### src/rtl/mem_wb_pkg.sv
// Shared definitions for the memory-access / MEM-WB stage.
//   DATA_W  : datapath width
//   REG_W   : GPR index width
//   state_t : memory-port controller state
package mem_wb_pkg;
    localparam int DATA_W = 16;
    localparam int REG_W  = 4;

    typedef enum logic {
        IDLE   = 1'b0,
        ACCESS = 1'b1
    } state_t;
endpackage

### src/rtl/mem_port_ctrl.sv
// Data-memory port controller: runs one req/ack access at a time and
// abandons it after MAX_WAIT cycles without an acknowledge.
// Ports:
//   clk, rst        : clock, synchronous active-high reset
//   start           : memory instruction present (only looked at in IDLE)
//   addr, wdata, we : access parameters, latched when the access starts
//   mem_ack         : memory acknowledge
//   state           : current controller state
//   req, mem_we, mem_addr, mem_wdata : registered memory request
//   ack_hit         : access completes this cycle
//   timeout         : access is abandoned this cycle (never with mem_ack)
module mem_port_ctrl
    import mem_wb_pkg::*;
#(
    parameter int MAX_WAIT = 15
) (
    input  logic              clk,
    input  logic              rst,
    input  logic              start,
    input  logic [DATA_W-1:0] addr,
    input  logic [DATA_W-1:0] wdata,
    input  logic              we,
    input  logic              mem_ack,
    output state_t            state,
    output logic              req,
    output logic              mem_we,
    output logic [DATA_W-1:0] mem_addr,
    output logic [DATA_W-1:0] mem_wdata,
    output logic              ack_hit,
    output logic              timeout
);
    localparam logic [7:0] LAST_WAIT = 8'(MAX_WAIT - 1);

    state_t            state_reg;
    logic              req_reg;
    logic              we_reg;
    logic [DATA_W-1:0] addr_reg;
    logic [DATA_W-1:0] wdata_reg;
    logic [7:0]        wait_cnt_reg;

    // In ACCESS req is always high, so an ack there is a real completion;
    // an ack seen in IDLE is ignored. Ack beats a simultaneous timeout.
    assign ack_hit = (state_reg == ACCESS) && mem_ack;
    assign timeout = (state_reg == ACCESS) && !mem_ack && (wait_cnt_reg == LAST_WAIT);

    always_ff @(posedge clk) begin
        if (rst) begin
            state_reg    <= IDLE;
            req_reg      <= 1'b0;
            we_reg       <= 1'b0;
            addr_reg     <= '0;
            wdata_reg    <= '0;
            wait_cnt_reg <= '0;
        end else begin
            case (state_reg)
                IDLE: begin
                    if (start) begin
                        state_reg    <= ACCESS;
                        req_reg      <= 1'b1;
                        we_reg       <= we;
                        addr_reg     <= addr;
                        wdata_reg    <= wdata;
                        wait_cnt_reg <= '0;
                    end
                end
                ACCESS: begin
                    if (ack_hit || timeout) begin
                        state_reg <= IDLE;
                        req_reg   <= 1'b0;
                    end else begin
                        wait_cnt_reg <= wait_cnt_reg + 8'd1;
                    end
                end
                default: state_reg <= IDLE;
            endcase
        end
    end

    assign state     = state_reg;
    assign req       = req_reg;
    assign mem_we    = we_reg;
    assign mem_addr  = addr_reg;
    assign mem_wdata = wdata_reg;
endmodule

### src/rtl/mem_wb.sv
// Memory-access stage plus MEM/WB pipeline register.
// Non-memory instructions pass through in one cycle; loads/stores go out
// on the req/ack port while the EX/MEM register is stalled, and retire
// into the MEM/WB register on ack (or on timeout, with write-back killed).
// Ports:
//   clk, rst             : clock, synchronous active-high reset
//   in*                  : EX/MEM register outputs (held stable while stall)
//   stall                : hold EX/MEM register (combinational)
//   memReq/memWe/memAddr/memWData, memAck/memRData : data-memory port
//   out*                 : MEM/WB register contents for the WB stage
//   busErr               : sticky access-timeout flag
module mem_wb
    import mem_wb_pkg::*;
#(
    parameter int MAX_WAIT = 15
) (
    input  logic              clk,
    input  logic              rst,
    input  logic              inValid,
    input  logic [DATA_W-1:0] inOp1Val,
    input  logic [DATA_W-1:0] inOp2Val,
    input  logic [DATA_W-1:0] inALUResult,
    input  logic [DATA_W-1:0] inR15Result,
    input  logic [REG_W-1:0]  inRegOp1,
    input  logic              inWB,
    input  logic              inR15Write,
    input  logic              inMemRead,
    input  logic              inMemWrite,
    output logic              stall,
    output logic              memReq,
    output logic              memWe,
    output logic [DATA_W-1:0] memAddr,
    output logic [DATA_W-1:0] memWData,
    input  logic              memAck,
    input  logic [DATA_W-1:0] memRData,
    output logic              outValid,
    output logic              outWB,
    output logic [REG_W-1:0]  outWBReg,
    output logic [DATA_W-1:0] outWBData,
    output logic              outR15Write,
    output logic [DATA_W-1:0] outR15Data,
    output logic              busErr
);
    state_t state;
    logic   ack_hit;
    logic   timeout;
    logic   mem_op;
    logic   is_load;
    logic   unused_op2;

    assign unused_op2 = ^inOp2Val;
    assign mem_op     = inValid && (inMemRead || inMemWrite);
    // Read+write together behaves as a store.
    assign is_load    = inMemRead && !inMemWrite;

    mem_port_ctrl #(.MAX_WAIT(MAX_WAIT)) u_ctrl (
        .clk       (clk),
        .rst       (rst),
        .start     (mem_op),
        .addr      (inALUResult),
        .wdata     (inOp1Val),
        .we        (inMemWrite),
        .mem_ack   (memAck),
        .state     (state),
        .req       (memReq),
        .mem_we    (memWe),
        .mem_addr  (memAddr),
        .mem_wdata (memWData),
        .ack_hit   (ack_hit),
        .timeout   (timeout)
    );

    assign stall = !rst && ((state == IDLE) ? mem_op : !(ack_hit || timeout));

    logic              valid_next, wb_next, r15w_next;
    logic [REG_W-1:0]  reg_next;
    logic [DATA_W-1:0] data_next, r15d_next;
    logic              valid_reg, wb_reg, r15w_reg, bus_err_reg;
    logic [REG_W-1:0]  reg_reg;
    logic [DATA_W-1:0] data_reg, r15d_reg;

    // Default is a bubble: used while an access is being started or waited on.
    always_comb begin
        valid_next = 1'b0;
        wb_next    = 1'b0;
        r15w_next  = 1'b0;
        reg_next   = '0;
        data_next  = '0;
        r15d_next  = '0;
        if (state == IDLE && !mem_op) begin
            valid_next = inValid;
            wb_next    = inWB && inValid;
            r15w_next  = inR15Write && inValid;
            reg_next   = inRegOp1;
            data_next  = inALUResult;
            r15d_next  = inR15Result;
        end else if (ack_hit) begin
            valid_next = 1'b1;
            wb_next    = is_load && inWB;
            r15w_next  = inR15Write;
            reg_next   = inRegOp1;
            data_next  = is_load ? memRData : inALUResult;
            r15d_next  = inR15Result;
        end else if (timeout) begin
            // Retire the instruction so the pipeline drains, but suppress
            // every architectural write.
            valid_next = 1'b1;
            reg_next   = inRegOp1;
            data_next  = inALUResult;
            r15d_next  = inR15Result;
        end
    end

    always_ff @(posedge clk) begin
        if (rst) begin
            valid_reg   <= 1'b0;
            wb_reg      <= 1'b0;
            r15w_reg    <= 1'b0;
            reg_reg     <= '0;
            data_reg    <= '0;
            r15d_reg    <= '0;
            bus_err_reg <= 1'b0;
        end else begin
            valid_reg <= valid_next;
            wb_reg    <= wb_next;
            r15w_reg  <= r15w_next;
            reg_reg   <= reg_next;
            data_reg  <= data_next;
            r15d_reg  <= r15d_next;
            if (timeout) bus_err_reg <= 1'b1;
        end
    end

    assign outValid    = valid_reg;
    assign outWB       = wb_reg;
    assign outWBReg    = reg_reg;
    assign outWBData   = data_reg;
    assign outR15Write = r15w_reg;
    assign outR15Data  = r15d_reg;
    assign busErr      = bus_err_reg;
endmodule

### config.mk
export PLATFORM = sky130hd
export DESIGN_NAME = mem_wb
export DESIGN_NICKNAME = d
export VERILOG_FILES = /design/src/rtl/mem_wb_pkg.sv /design/src/rtl/mem_port_ctrl.sv /design/src/rtl/mem_wb.sv
export SDC_FILE = /design/constraint.sdc
export NUM_CORES = 1
export LEC_CHECK = 0
export BUFFER_PORTS_ARGS = -buffer_cell sky130_fd_sc_hd__clkbuf_2
export CAP_MARGIN = 10
export CORE_MARGIN = 2
export CORE_UTILIZATION = 40
export CTS_BUF_LIST = sky130_fd_sc_hd__clkbuf_16
export CTS_CLUSTER_DIAMETER = 100
export DETAILED_ROUTE_END_ITERATION = 6
export PLACE_DENSITY_LB_ADDON = 0.12
export SYNTH_ARGS = -nofsm -noshare
export SYNTH_HDL_FRONTEND = slang
export SYNTH_SLANG_ARGS = --single-unit
### constraint.sdc
create_clock -name clk -period 1.79 [get_ports clk]
set_clock_uncertainty 0.2 [all_clocks]
set_input_delay 0.179 -clock clk [delete_from_list [all_inputs] [get_ports clk]]
set_output_delay 0.179 -clock clk [all_outputs]
set_load 0.02 [all_outputs]
==> results of run 1 <==
[worst max-delay path: stages (launching register included)]
cell,delay [ns]
dfxtp_2,0.33
nor4_4,0.31
nand4_1,0.16
and2_4,0.17
and3b_1,0.16
clkbuf_8,0.15
[synthesized netlist by cell type (2+ instances only)]
cell	instances
dfxtp_1	83
nand2_1	73
a21oi_1	54
and2_1	22
clkbuf_1	19
nor3_1	16
a211oi_2	9
a211oi_1	8
nand2b_1	6
nor2_1	6
a31oi_1	5
nor2b_1	4
buf_2	3
inv_1	3
a311oi_1	2
a41oi_1	2
and3b_1	2
ha_1	2
mux2_2	2
nand3_1	2
nand4_1	2
o21ai_0	2
[report_power, final]
part / internal [mW] / total (mW) / leakage [nW] / switching [mW]
Sequential: 1.95 / 1.99 / 0.682 / 0.0402
Clock: 0.951 / 1.72 / 0.139 / 0.769
Combinational: 0.435 / 0.900 / 1.62 / 0.465
Total: 3.34 / 4.61 / 2.44 / 1.27
[through the flow]
stage	hold slack [ns]	setup TNS (ns)	setup slack, ns	cell area, sq um	instances
2_1_floorplan	0.09482	0	0.006577	3084	342
3_3_place_gp	0.1777	-1.352	-0.07337	4121	597
3_5_place_dp	0.1826	-1.076	-0.08565	4121	597
4_1_cts	0.006925	-2.914	-0.1925	5273	690
5_1_grt	0.02809	-6.526	-0.2837	5428	693
6_report	0.01436	-4.888	-0.2032	5428	693
[cell type report]
type / instances / area [sq um] / share of cell area, %
clock buffers: 9 / 225.2 / 4.149
clock inverters: 7 / 53.80 / 0.9912
flip-flops and latches: 83 / 1664 / 30.66
multi-input cells: 232 / 1454 / 26.79
well taps: 99 / 123.9 / 2.282
inverters: 3 / 11.26 / 0.2075
repair buffers: 260 / 1896 / 34.92
[per-layer routing]
metal	vias to the layer above	track usage [%]	part of all wire (%)
met5	-	0	0
met4	0	7.836	2.3
met3	23	6.738	8.4
met2	162	40.75	49
met1	1583	29.36	41
li1	1667	-	-
[repair_timing]
item	CTS	global route
hold buffers	70	0
gates cloned	1	3
endpoints found under the setup margin	39	44
buffers inserted	6	3
hold endpoints to repair	70	0
pin swaps	7	19
resized for setup	22	24
[how the worst min path moves through the flow]
stage,from,to,slack [ns],depth (start not counted)
after detailed placement,inR15Result[2],outR15Data[2]$_SDFF_PP0_,0.18,2
after CTS,memRData[13],outWBData[13]$_SDFF_PP0_,0.007,3
after global placement,inR15Result[1],outR15Data[1]$_SDFF_PP0_,0.18,2
final,memRData[13],outWBData[13]$_SDFF_PP0_,0.01,3
after global routing,memRData[13],outWBData[13]$_SDFF_PP0_,0.03,3
after floorplan,inValid,outValid$_SDFF_PP0_,0.09,2
[kinds of logic after synthesis]
| kind of cell | after synthesis |
|---|---|
| and+or+nand+nor | 141 |
| AOI/OAI and AO/OA | 87 |
| DFF | 83 |
| buffers and inverters | 27 |
| muxes | 2 |
| adders and majority gates | 2 |
==> impl_metrics.tcl, run 1 <==
set metrics [dict create \
    criticalPathCategory "reg2out" \
    detail_route.wl_per_cell_um 15.10 \
    endpoint_kind "primary output" \
    synth.largest_area_cell "dfxtp_1" \
    critPathLaunchType "register" \
    power_density_nw_per_um2 849.4 \
    cts_sinks 83 \
    crit_end "stall" \
    final_common_cell "clkbuf_2" \
    utilization_pct 73.65 \
    yosys-top-cells-area "dfxtp_1, nand2_1, a21oi_1, and2_1, a211oi_2" \
    overflow 0 \
    grt_max_degree 48 \
    leakagePower_nw 2.445 \
    max-cap-violations 0 \
    dieHeight_um 91.70 \
    synth-edff-count 0 \
    synth-compound-area-share_pct 18.38 \
    cp_max_fo 2 \
    cts_tree "done" \
    period_share_pct 111.4 \
    synth_ff_type "dfxtp_1" \
    violations "setup timing" \
    ys_warn_count 0 \
    worst_pin_slew_ns 0.6729 \
    core_sq_um 7370 \
    vias_per_cell 4.957 \
    dp_hpwl_um 6146 \
    arrival_ns 1.61 \
    finalHoldViolations 0 \
    htreeDepth 3 \
    finalNetCount 683 \
    reg2reg_from "u_ctrl.wait_cnt_reg[7]$_SDFFE_PP0P_" \
    syn-num-nets 436 \
    reg2reg_to "outWBData[10]$_SDFF_PP0_" \
    finalPower_mw 4.610 \
    setup_slack_ns -0.2032 \
    grt_pass1_wl_um 16100 \
    fp.dieArea_sq_um 8409 \
    grtUsageTotal_pct 23.99 \
    areaGrowthSynthToFinish_pct 76.41 \
    fin_crit_ns 1.993 \
    status "finished, violations left" \
    grt_pass1_vias 3291 \
    ys_ff_latch 83 \
    clk_pin_slew_ns 0.07 \
    yosysTopAreaCellShare_pct 54.01 \
    route.vias.total 3435 \
    io_buffers 150 \
    synth.avg_cell_area_sq_um 8.996 \
    ff2ff_path_depth 6 \
    fp-row-count 31 \
    routed_wl_um 10460 \
    fillers 542 \
    min_path_type "in2reg" \
    synth_top_family_by_area "simple AND/OR/NAND/NOR gates" \
    synth-xor-area-share_pct 0 \
    drt_iter0_markers 152 \
    drive_gt1_share_pct 42.59 \
    synth_mux_area_share_pct 0.7320 \
    ys_seq_area_share_pct 54.01 \
    grt_antenna_before_repair 0 \
    cp.required_ns 1.41 \
    pin_count 167 \
    slew_headroom_pct 55.14 \
    cts_buffer_depth 2 \
    yosys.area_share.adder_pct 0.8133 \
    antenna_left 0 \
    synth-async-reset-ratio_pct 0 \
    rsz0062_at_grt "true" \
    vdd_drop_max_v 0.0005661 \
    clock_latency_ns 0.33 \
    dr.pass1.iters 4 \
    netlist_area_sq_um 3077 \
    cts_root_buffer "clkbuf_16" \
    report.final.setup_viol 40 \
    reg2reg_slack_ns -0.19 \
    final_max_slew_viol_count 0 \
    start_util_pct 41.75 \
    syn_inst 342 \
    ys_types 37 \
    drc 0 \
    max_freq_mhz 501.7 \
    die_w_um 91.70 \
    layout_common_cells "clkbuf_2, dfxtp_1, nand2_1, dlygate4sd3_1, a21oi_1" \
    gp_congestion 0.8142 \
    cts_made_buffers 9 \
    worstSetupStartpoint "u_ctrl.wait_cnt_reg[7]$_SDFFE_PP0P_" \
    yosys.area_share.simple_pct 22.41 \
    diodes 0 \
]
Note: power is estimated with default switching activity, not from simulation.
==> inputs of run 2 (changes only) <==
Settings changed: CORE_UTILIZATION 40 to 39, SYNTH_HIERARCHICAL from default to 1.
==> impl_metrics.tcl, run 2 <==
set metrics [dict create \
    yosysTopAreaCellShare_pct 55.61 \
    fin_crit_ns 2.004 \
    ys_types 48 \
    core_sq_um 7331 \
    synth-xor-area-share_pct 0 \
    netlist_area_sq_um 2988 \
    finalNetCount 641 \
    met1_usage_pct 24.09 \
    drc 0 \
    leakagePower_nw 2.322 \
    timing.critical_path.mode_cell "nor2_4" \
    hold_slack_ns 0.006938 \
    grt_use_met3_pct 5.643 \
    min_path_type "in2reg" \
    grt_antenna_before_repair 0 \
    slowest_stage "dfxtp_2" \
    grt_max_degree 30 \
    start_util_pct 40.76 \
    endpoint_kind "primary output" \
    violations "setup timing" \
    report.final.setup_viol 17 \
    criticalPathCategory "reg2out" \
    preCtsSetupSlack_ns -0.01210 \
    diodes 0 \
    vias_per_cell 4.820 \
    worst_pin_slew_ns 0.3909 \
    synth_mux_area_share_pct 1.047 \
    crit_family "simple AND/OR/NAND/NOR gates" \
    gr-max-usage-layer "met2" \
    status "finished, violations left" \
    dieHeight_um 91.53 \
    synth.largest_area_cell "dfxtp_1" \
    final_common_cell "clkbuf_2" \
    cts_made_buffers 9 \
    ys_seq_area_share_pct 55.61 \
    syn-num-nets 401 \
    syn_inst 307 \
    synth-compound-area-share_pct 16.16 \
    drive_gt1_share_pct 40.40 \
    clock_latency_ns 0.33 \
    grt_pass1_wl_um 14090 \
    routed_wl_um 9125 \
    die_w_um 91.53 \
    antenna_left 0 \
    yosys.area_share.simple_pct 22.32 \
    met2_usage_pct 35.72 \
    setup_slack_ns -0.2137 \
    fp.dieArea_sq_um 8378 \
    cp.required_ns 1.41 \
    layout.cells.non_filler 651 \
    power_density_nw_per_um2 887.1 \
    fp-row-count 31 \
    cts_sinks 83 \
    synth-async-reset-ratio_pct 0 \
    reg2reg_slack_ns -0.14 \
    synthTopCellsByCount "dfxtp_1, nand2_1, a21oi_1" \
    layout_common_cells "clkbuf_2, dfxtp_1, dlygate4sd3_1, nand2_1, a21oi_1" \
    arrival_ns 1.62 \
    yosys-top-cells-area "dfxtp_1, nand2_1, a21oi_1, nor3b_1, a22o_1" \
    pin_count 167 \
    finalHoldViolations 0 \
    dr.pass1.iters 5 \
    cts_buffer_depth 2 \
    cp_max_fo 3 \
    max_freq_mhz 499.1 \
    areaGrowthSynthToFinish_pct 72.40 \
    synth-edff-count 0 \
    synth.avg_cell_area_sq_um 9.732 \
    grt_pass1_vias 2974 \
    synth_most_common_cell "dfxtp_1" \
    route.vias.total 3138 \
    cts_root_buffer "clkbuf_16" \
    period_share_pct 111.9 \
    final_area_sq_um 5151 \
    overflow 0 \
    synth_top_family_by_area "simple AND/OR/NAND/NOR gates" \
    vdd_drop_max_v 0.0005154 \
    detail_route.wl_per_cell_um 14.02 \
    worstPathCellList "nor4_4 -> nand3_2 -> nor2_4 -> nor2_4 -> mux2i_1 -> nor2_1 -> buf_4" \
    dp_hpwl_um 5442 \
    yosys.area_share.adder_pct 0.8375 \
    dpl-instance-area_sq_um 3975 \
    clk_pin_slew_ns 0.06 \
    max-cap-violations 0 \
    htreeDepth 3 \
    crit_buf_inv 1 \
    dp_cells 558 \
    slew_headroom_pct 73.82 \
    critPathLaunchType "register" \
    rsz0062_at_grt "true" \
    ys_warn_count 6 \
    grtUsageTotal_pct 21.20 \
    slowest_delay_ns 0.34 \
    drt_iter0_markers 113 \
    final_max_slew_viol_count 0 \
    synth_ff_type "dfxtp_1" \
    cts_tree "done" \
    io_buffers 150 \
    gp_congestion 0.7853 \
    ys_ff_latch 83 \
]
==> run 2: changes by cell type after synthesis, moves of 9 or more <==
| cell | before | now |
|---|---|---|
| a211oi_2 | 9 | 0 |
| a21oi_1 | 54 | 35 |
| a22o_1 | 1 | 16 |
| and2_1 | 22 | 1 |
| clkbuf_1 | 19 | 6 |
| nor3_1 | 16 | 2 |
| nor3b_1 | 1 | 22 |
==> run 2: repair_timing <==
action                                 CTS  global route
setup endpoints to repair               17            36
buffers inserted                         1             1
pin swaps                                1             8
endpoints found under the hold margin   73             0
cloned                                   0             1
hold buffers                            74             0
resized for setup                        2            21
==> run 2: logic make-up after synthesis <==
kind of cell,count (synthesis)
DFF,83
buffers and inverters,21
muxes,3
adders and majority gates,2
AOI/OAI and AO/OA,68
and+or+nand+nor,130
==> run 2: layer usage <==
layer	vias to the layer above	part of all wire, %
met1	1448	39
li1	1540	-
met4	0	3.8
met2	118	52
met3	32	5.3
met5	-	0
==> run 2: worst paths after layout <==
check	startpoint	end	depth (start not counted)
setup / recovery	u_ctrl/wait_cnt_reg[6]$_SDFFE_PP0P_	stall	7
hold / removal	inMemRead	outR15Write$_SDFF_PP0_	4
setup reg to reg	u_ctrl/wait_cnt_reg[6]$_SDFFE_PP0P_	outWBData[7]$_SDFF_PP0_	7
hold reg to reg	u_ctrl/mem_wdata[1]$_SDFFE_PP0P_	u_ctrl/mem_wdata[1]$_SDFFE_PP0P_	2
==> run 2: worst min-delay path: stages <==
cell      delay [ns]
clkbuf_2        0.11
nor3_1          0.05
nor2_1          0.09
nor3b_1         0.05
==> run 2: per-stage QoR <==
step	util, %	total power, mW	TNS [ns]
finish	70.27	4.570	-1.923
CTS	68.58	4.564	-0.2467
global route	70.27	4.775	-3.787
floorplan	-	2.371	-0.4032
global placement	54.22	2.632	0
detailed placement	54.22	2.639	-0.05236
==> run 2: cell type report <==
type / instances / area [sq um]
multi-input combinational: 203 / 1316
sequential: 83 / 1664
clock inverter: 7 / 68.82
clock buffer: 9 / 225.2
timing repair buffer: 249 / 1749
inverter: 1 / 3.754
tap: 99 / 123.9
fill: 565 / 2180
==> run 2: power by group <==
group	internal, mW	leakage, nW	total (mW)	switching, mW
Sequential	1.95	0.682	1.99	0.0372
Clock	1.07	0.137	1.80	0.728
Combinational	0.376	1.50	0.782	0.406
